===== src/rtl/yarp_mem_arbiter.sv =====
// -----------------------------------------------------------------------------
// yarp_mem_arbiter
//
// Shared backing-memory arbiter for the YARP core. Two requesters, the I-cache
// (line refills, read only) and the D-cache (refill or writeback), are
// serialised onto one external memory port. Arbitration is round-robin at
// burst granularity, so once a burst is granted it runs to completion and the
// other requester gets the next tie.
//
// Each burst is BEATS aligned, incrementing DATA_W words. A burst walks through
// IDLE -> BURST -> DONE -> IDLE. The owner's gnt pulses in the first BURST
// cycle, and done pulses in the single DONE cycle. For reads, done coincides
// with the final rvalid.
//
// Ports
//   clk, reset         : single clock (rising edge) and synchronous active-high
//                        reset. While reset is applied, every output is 0.
//   ic_req_i/ic_addr_i : I-cache line refill request and line address.
//   ic_gnt_o           : one-cycle pulse, I-cache request accepted.
//   ic_rvalid_o/rdata_o: I-cache read beat, one cycle after the memory beat.
//   ic_done_o          : one-cycle pulse with the final I-cache beat.
//   dc_req_i/dc_we_i   : D-cache burst request; we (1 = writeback) is sampled
//                        at grant.
//   dc_addr_i          : D-cache line address.
//   dc_wdata_i         : current writeback beat; the D-cache advances it on
//                        dc_wready_o.
//   dc_gnt_o           : one-cycle pulse, D-cache request accepted.
//   dc_wready_o        : write beat consumed this cycle (combinational).
//   dc_rvalid_o/rdata_o: D-cache read beat, one cycle after the memory beat.
//   dc_done_o          : one-cycle pulse at the end of a D-cache burst.
//   mem_*              : beat-level memory port. mem_ready_i completes the
//                        current beat; read data is valid with it.
// -----------------------------------------------------------------------------
module yarp_mem_arbiter #(
  parameter int ADDR_W = 32,
  parameter int DATA_W = 32,
  parameter int BEATS  = 4
) (
  input  logic              clk,
  input  logic              reset,
  // I-cache side
  input  logic              ic_req_i,
  input  logic [ADDR_W-1:0] ic_addr_i,
  output logic              ic_gnt_o,
  output logic              ic_rvalid_o,
  output logic [DATA_W-1:0] ic_rdata_o,
  output logic              ic_done_o,
  // D-cache side
  input  logic              dc_req_i,
  input  logic              dc_we_i,
  input  logic [ADDR_W-1:0] dc_addr_i,
  input  logic [DATA_W-1:0] dc_wdata_i,
  output logic              dc_gnt_o,
  output logic              dc_wready_o,
  output logic              dc_rvalid_o,
  output logic [DATA_W-1:0] dc_rdata_o,
  output logic              dc_done_o,
  // Memory side
  output logic              mem_req_o,
  output logic              mem_we_o,
  output logic [ADDR_W-1:0] mem_addr_o,
  output logic [DATA_W-1:0] mem_wdata_o,
  input  logic              mem_ready_i,
  input  logic [DATA_W-1:0] mem_rdata_i
);

  // Beat counter width and the byte-offset width of one line.
  localparam int CNT_W  = $clog2(BEATS);
  localparam int OFF_W  = CNT_W + 2;
  localparam int LINE_W = ADDR_W - OFF_W;
  localparam logic [CNT_W-1:0] LAST_BEAT = CNT_W'(BEATS - 1);

  // Requester indices into the per-requester vectors below.
  localparam int NREQ   = 2;
  localparam int REQ_IC = 0;
  localparam int REQ_DC = 1;

  typedef enum logic [1:0] {
    ST_IDLE  = 2'd0,
    ST_BURST = 2'd1,
    ST_DONE  = 2'd2
  } state_e;

  // ---------------------------------------------------------------------------
  // State
  // ---------------------------------------------------------------------------
  state_e              state_q;
  logic                owner_q;       // 1 = D-cache owns the current burst
  logic                we_q;          // current burst is a writeback
  logic                last_grant_q;  // 1 = D-cache won the most recent grant
  logic [LINE_W-1:0]   line_q;        // line-aligned part of the burst address
  logic [CNT_W-1:0]    beat_cnt_q;
  logic [NREQ-1:0]     gnt_q;
  logic [NREQ-1:0]     done_q;

  // ---------------------------------------------------------------------------
  // Next-state helpers
  // ---------------------------------------------------------------------------
  logic                req_any_d;
  logic                pick_dc_d;
  logic [LINE_W-1:0]   line_d;
  logic [CNT_W-1:0]    beat_cnt_d;
  logic                in_burst;
  logic                last_beat;
  logic                rd_ack;
  logic [NREQ-1:0]     owner_oh;

  always_comb begin
    req_any_d  = ic_req_i | dc_req_i;
    // The D-cache wins when it is the only requester, or on a tie when the
    // I-cache took the previous grant.
    pick_dc_d  = dc_req_i & (~ic_req_i | ~last_grant_q);
    line_d     = pick_dc_d ? dc_addr_i[ADDR_W-1:OFF_W] : ic_addr_i[ADDR_W-1:OFF_W];
    beat_cnt_d = beat_cnt_q + 1'b1;
    in_burst   = (state_q == ST_BURST);
    last_beat  = (beat_cnt_q == LAST_BEAT);
    // A read beat is accepted by memory this cycle.
    rd_ack     = in_burst & mem_ready_i & ~we_q;
    owner_oh   = {owner_q, ~owner_q};
  end

  // The byte offset inside a line is ignored: bursts always start at beat 0.
  logic unused_offset_bits;
  assign unused_offset_bits = ^{ic_addr_i[OFF_W-1:0], dc_addr_i[OFF_W-1:0]};

  // ---------------------------------------------------------------------------
  // Burst sequencer
  // ---------------------------------------------------------------------------
  always_ff @(posedge clk) begin
    if (reset) begin
      state_q      <= ST_IDLE;
      owner_q      <= 1'b0;
      we_q         <= 1'b0;
      last_grant_q <= 1'b1;   // D-cache, so the I-cache wins the first tie
      line_q       <= '0;
      beat_cnt_q   <= '0;
      gnt_q        <= '0;
      done_q       <= '0;
    end else begin
      // gnt and done are single-cycle pulses unless re-armed below.
      gnt_q  <= '0;
      done_q <= '0;
      case (state_q)
        ST_IDLE: begin
          if (req_any_d) begin
            owner_q      <= pick_dc_d;
            last_grant_q <= pick_dc_d;
            we_q         <= pick_dc_d & dc_we_i;
            line_q       <= line_d;
            beat_cnt_q   <= '0;
            gnt_q        <= pick_dc_d ? 2'b10 : 2'b01;
            state_q      <= ST_BURST;
          end
        end
        ST_BURST: begin
          if (mem_ready_i) begin
            // Wraps to 0 after the last beat, which is never observed.
            beat_cnt_q <= beat_cnt_d;
            if (last_beat) begin
              done_q  <= owner_oh;
              state_q <= ST_DONE;
            end
          end
        end
        ST_DONE: begin
          state_q <= ST_IDLE;
        end
        default: begin
          state_q <= ST_IDLE;
        end
      endcase
    end
  end

  // ---------------------------------------------------------------------------
  // Read return path: one registered copy of the memory beat per requester,
  // loaded only for the current owner so the other side stays quiet.
  // ---------------------------------------------------------------------------
  logic [NREQ-1:0]   rvalid_w;
  logic [DATA_W-1:0] rdata_w [NREQ];

  for (genvar gi = 0; gi < NREQ; gi++) begin : g_rd
    logic              rvalid_q;
    logic [DATA_W-1:0] rdata_q;

    always_ff @(posedge clk) begin
      if (reset) begin
        rvalid_q <= 1'b0;
        rdata_q  <= '0;
      end else begin
        rvalid_q <= rd_ack & owner_oh[gi];
        rdata_q  <= (rd_ack & owner_oh[gi]) ? mem_rdata_i : '0;
      end
    end

    assign rvalid_w[gi] = rvalid_q;
    assign rdata_w[gi]  = rdata_q;
  end

  // ---------------------------------------------------------------------------
  // Outputs
  // ---------------------------------------------------------------------------
  assign ic_gnt_o    = gnt_q[REQ_IC];
  assign ic_done_o   = done_q[REQ_IC];
  assign ic_rvalid_o = rvalid_w[REQ_IC];
  assign ic_rdata_o  = rdata_w[REQ_IC];

  assign dc_gnt_o    = gnt_q[REQ_DC];
  assign dc_done_o   = done_q[REQ_DC];
  assign dc_rvalid_o = rvalid_w[REQ_DC];
  assign dc_rdata_o  = rdata_w[REQ_DC];

  // Write beats are consumed in the same cycle memory accepts them, so the
  // D-cache can present the next word on the following cycle.
  assign dc_wready_o = in_burst & mem_ready_i & owner_q & we_q;

  // Memory port is driven only during BURST; everything else reads as 0.
  assign mem_req_o   = in_burst;
  assign mem_we_o    = in_burst & we_q;
  assign mem_addr_o  = in_burst ? {line_q, beat_cnt_q, 2'b00} : '0;
  assign mem_wdata_o = (in_burst & we_q) ? dc_wdata_i : '0;

endmodule


===== config.mk =====
export PLATFORM = sky130hd
export DESIGN_NAME = yarp_mem_arbiter
export DESIGN_NICKNAME = d
export VERILOG_FILES = /design/src/rtl/yarp_mem_arbiter.sv
export SDC_FILE = /design/constraint.sdc
export NUM_CORES = 1
export LEC_CHECK = 0
export CAP_MARGIN = 15
export CORE_MARGIN = 2
export CORE_UTILIZATION = 35
export DETAILED_ROUTE_END_ITERATION = 12
export GPL_ROUTABILITY_DRIVEN = 0
export HOLD_SLACK_MARGIN = 0.08
export PLACE_DENSITY = 0.8
export SETUP_SLACK_MARGIN = 0.2
export SLEW_MARGIN = 20
export SYNTH_ARGS = -nofsm -noshare
export SYNTH_HDL_FRONTEND = slang
export SYNTH_SLANG_ARGS = --single-unit

===== constraint.sdc =====
create_clock -name clk -period 1.51 [get_ports clk]
set_clock_uncertainty 0.1 [all_clocks]
set_input_delay 0.151 -clock clk [delete_from_list [all_inputs] [get_ports clk]]
set_output_delay 0.151 -clock clk [all_outputs]
set_load 0.02 [all_outputs]

==> results.json <==
{
  "status": "finished, violations left",
  "violations": "setup timing",
  "drc": 0,
  "path_clk_slew_ps": 110,
  "finish.utilization_pct": 72.7,
  "globalRouteOverflowTotal": 0,
  "dp_slack_ps": -313,
  "start_util_pct": 36.2,
  "critPathLaunchType": "register",
  "vias": 4209,
  "grt_first_pass_wirelength_um": 20200,
  "htreeDepth": 3,
  "fin_hold_ws_ps": 253,
  "hold_path.class": "input pin to register",
  "drv_slew": 0,
  "p_leak_nw": 3.48,
  "max_cap_violations": 0,
  "yosysSeqAreaShare_pct": 53.4,
  "netlist_area_um2": 3940,
  "syn_avg_cell_area_um2": 9.33,
  "synth_top_area_share_pct": 53.4,
  "die_h_um": 110,
  "grt.total_usage_pct": 21.9,
  "max_freq_ghz": 0.553,
  "port_buffers": 260,
  "syn_inst": 422,
  "hold_viol_final": 0,
  "core_um2": 10900,
  "ys_top_cells_by_area": "dfxtp_1, and2_1, a311oi_1, nand2_1, and3_1",
  "cp_max_fo": 18,
  "hold_depth": 3,
  "crit_top_cell": "buf_12",
  "antenna_found_initial": 0,
  "grt_start_max_net_pins": 37,
  "cp-end-kind": "output pin",
  "slowest_stage": "dfxtp_2",
  "ys_ff_latch": 105,
  "synth-edff-count": 0,
  "cts_buffers": 9,
  "vias_per_cell": 4.96,
  "cp_slowest_stage_delay_ps": 330,
  "synth_xor_area_share_pct": 0,
  "post-route-min-period_ps": 1810,
  "path_cells": "and2b_4 -> buf_12 -> buf_12 -> and3_2 -> buf_6",
  "drt-initial-drc-count": 152,
  "yosys.area.top_type": "dfxtp_1",
  "clockBufferDepth": 2,
  "die-area_um2": 12100,
  "area_growth_syn_to_layout_pct": 101,
  "rows": 38,
  "finalCritPeriodShare_pct": 120,
  "worst_ep_required_time_ps": 1260,
  "n_antenna_cell": 0,
  "synth_ff_type": "dfxtp_1",
  "nets": 840,
  "drtAntennaViolNets": 0,
  "reg2reg_depth": 7,
  "setup_violations": 149,
  "cts_tree": "done",
  "clock_latency_ps": 350,
  "grt_pass1_vias": 3990,
  "vdd_ir_drop_max_mv": 0.503,
  "ys_types": 29,
  "yosysWarnings": 0,
  "root_buffer": "clkbuf_8",
  "drt_first_pass_iters": 4,
  "drive_above_1_share_pct": 33.9,
  "fin_ws_ps": -300,
  "totalWireLength_um": 16100,
  "die_x_um": 110,
  "cellPowerDensity_nw_per_um2": 791,
  "critical_path_class": "register to output pin",
  "pin_count": 271,
  "worstPathArrival_ps": 1560,
  "wl_per_cell_um": 19.0,
  "synth_compound_area_share_pct": 11.8,
  "hpwlAfterDp_um": 10100,
  "synth-simple-area-share_pct": 29.2,
  "synth-async-reset-ratio_pct": 0,
  "rsz0062_at_grt": "true",
  "n_fill_cell": 756,
  "synth_top_family_by_area": "simple AND/OR/NAND/NOR gates",
  "cts.sinks": 105,
  "synth_fa_ha_area_share_pct": 0.318,
  "synth_mux_area_share_pct": 0
}
[synth_stat cells, types with 2 or more instances]
cell type and instances:
buf_4 11, dfxtp_1 105, a21oi_1 33, and3_1 33, nand2_1 61, and4b_1 2
o21ai_0 2, a311oi_1 28, clkbuf_1 12, inv_1 2, nor2_1 4, o211ai_1 2
buf_2 14, nor2b_1 2, nand3_1 3, and2_1 95
[flip-flops by register name, indices dropped and copies added, names as in the netlist, 2 cells and up]
register and flops:
beat_cnt_q 2, dc_rdata_o 32, done_q 2, gnt_q 2
ic_rdata_o 32, line_q 28, state_q 2
[logic make-up after synthesis]
group	count (synthesis)
flip-flops	105
other	1
AO/OA/AOI/OAI	68
AND/OR/NAND/NOR	208
adder cells (fa/ha/maj)	1
buffers and inverters	39
[metal layers]
| metal | global-route usage (%) | vias to the layer above | part of all wire [%] |
|---|---|---|---|
| met4 | 9.22 | 0 | 3.0 |
| li1 | - | 1988 | - |
| met1 | 23.7 | 1967 | 36 |
| met5 | 0 | - | 0 |
| met2 | 39.3 | 221 | 52 |
| met3 | 7.00 | 33 | 9.3 |
[worst max-delay path: cells and delay by family (launching register included)]
kind	cells	cell delay, ps
DFF	1	330
buffers and inverters	3	370
and+or+nand+nor	2	500
[power by group]
group	total, mW	internal, mW	switching [mW]
registers	2.95	2.89	0.0616
logic	1.52	0.874	0.650
clock network	1.79	0.783	1.00
[path summary, 6_finish.rpt]
| path | from | end | slack, ps |
|---|---|---|---|
| setup / recovery | state_q[1] | mem_wdata_o[17] | -300 |
| hold / removal | dc_addr_i[7] | line_q[3] | 250 |
| setup reg to reg | state_q[1] | ic_rdata_o[6] | -260 |
| hold reg to reg | line_q[9] | line_q[9] | 420 |
[repair_timing]
item | in CTS | in global routing
hold buffers | 0 | 0
gates cloned | 3 | 13
pin swaps | 22 | 42
endpoints found under the hold margin | 0 | 0
setup endpoints to repair | 233 | 204
buffers inserted | 4 | 3
resized for setup | 481 | 117
[metrics by stage]
step | cells | area, µm² | TNS (ps) | power, mW
after detailed placement | 811 | 6950 | -34800 | 4.18
final | 849 | 7910 | -29350 | 6.26
after floorplan | 423 | 4090 | 0 | 3.51
after global placement | 811 | 6950 | -29270 | 4.16
after CTS | 833 | 7300 | -19430 | 6.05
after global routing | 849 | 7910 | -34660 | 6.51
[placed cells by master (no fill, tap or decap), types with 7 or more instances in the layout]
cell	synthesis	layout
a21oi_1	33	32
a311oi_1	28	17
a311oi_2	0	11
and2_1	95	40
and2_2	0	7
and2_4	0	48
and3_4	0	23
buf_12	0	12
buf_4	11	11
buf_6	0	74
clkbuf_16	0	10
clkbuf_8	0	9
clkdlybuf4s15_1	0	37
clkdlybuf4s50_1	0	125
dfxtp_1	105	103
dlygate4sd2_1	0	29
nand2_1	61	59
[final cells by class]
class | count | area [µm²] | share of cell area [%]
clock inverter | 6 | 72.6 | 0.917
multi-input combinational | 279 | 1990 | 25.2
sequential | 105 | 2100 | 26.6
inverter | 2 | 7.51 | 0.0949
tap | 140 | 175 | 2.21
timing repair buffer | 308 | 3440 | 43.4
clock buffer | 9 | 124 | 1.57
Note: power is estimated with default switching activity, not from simulation.
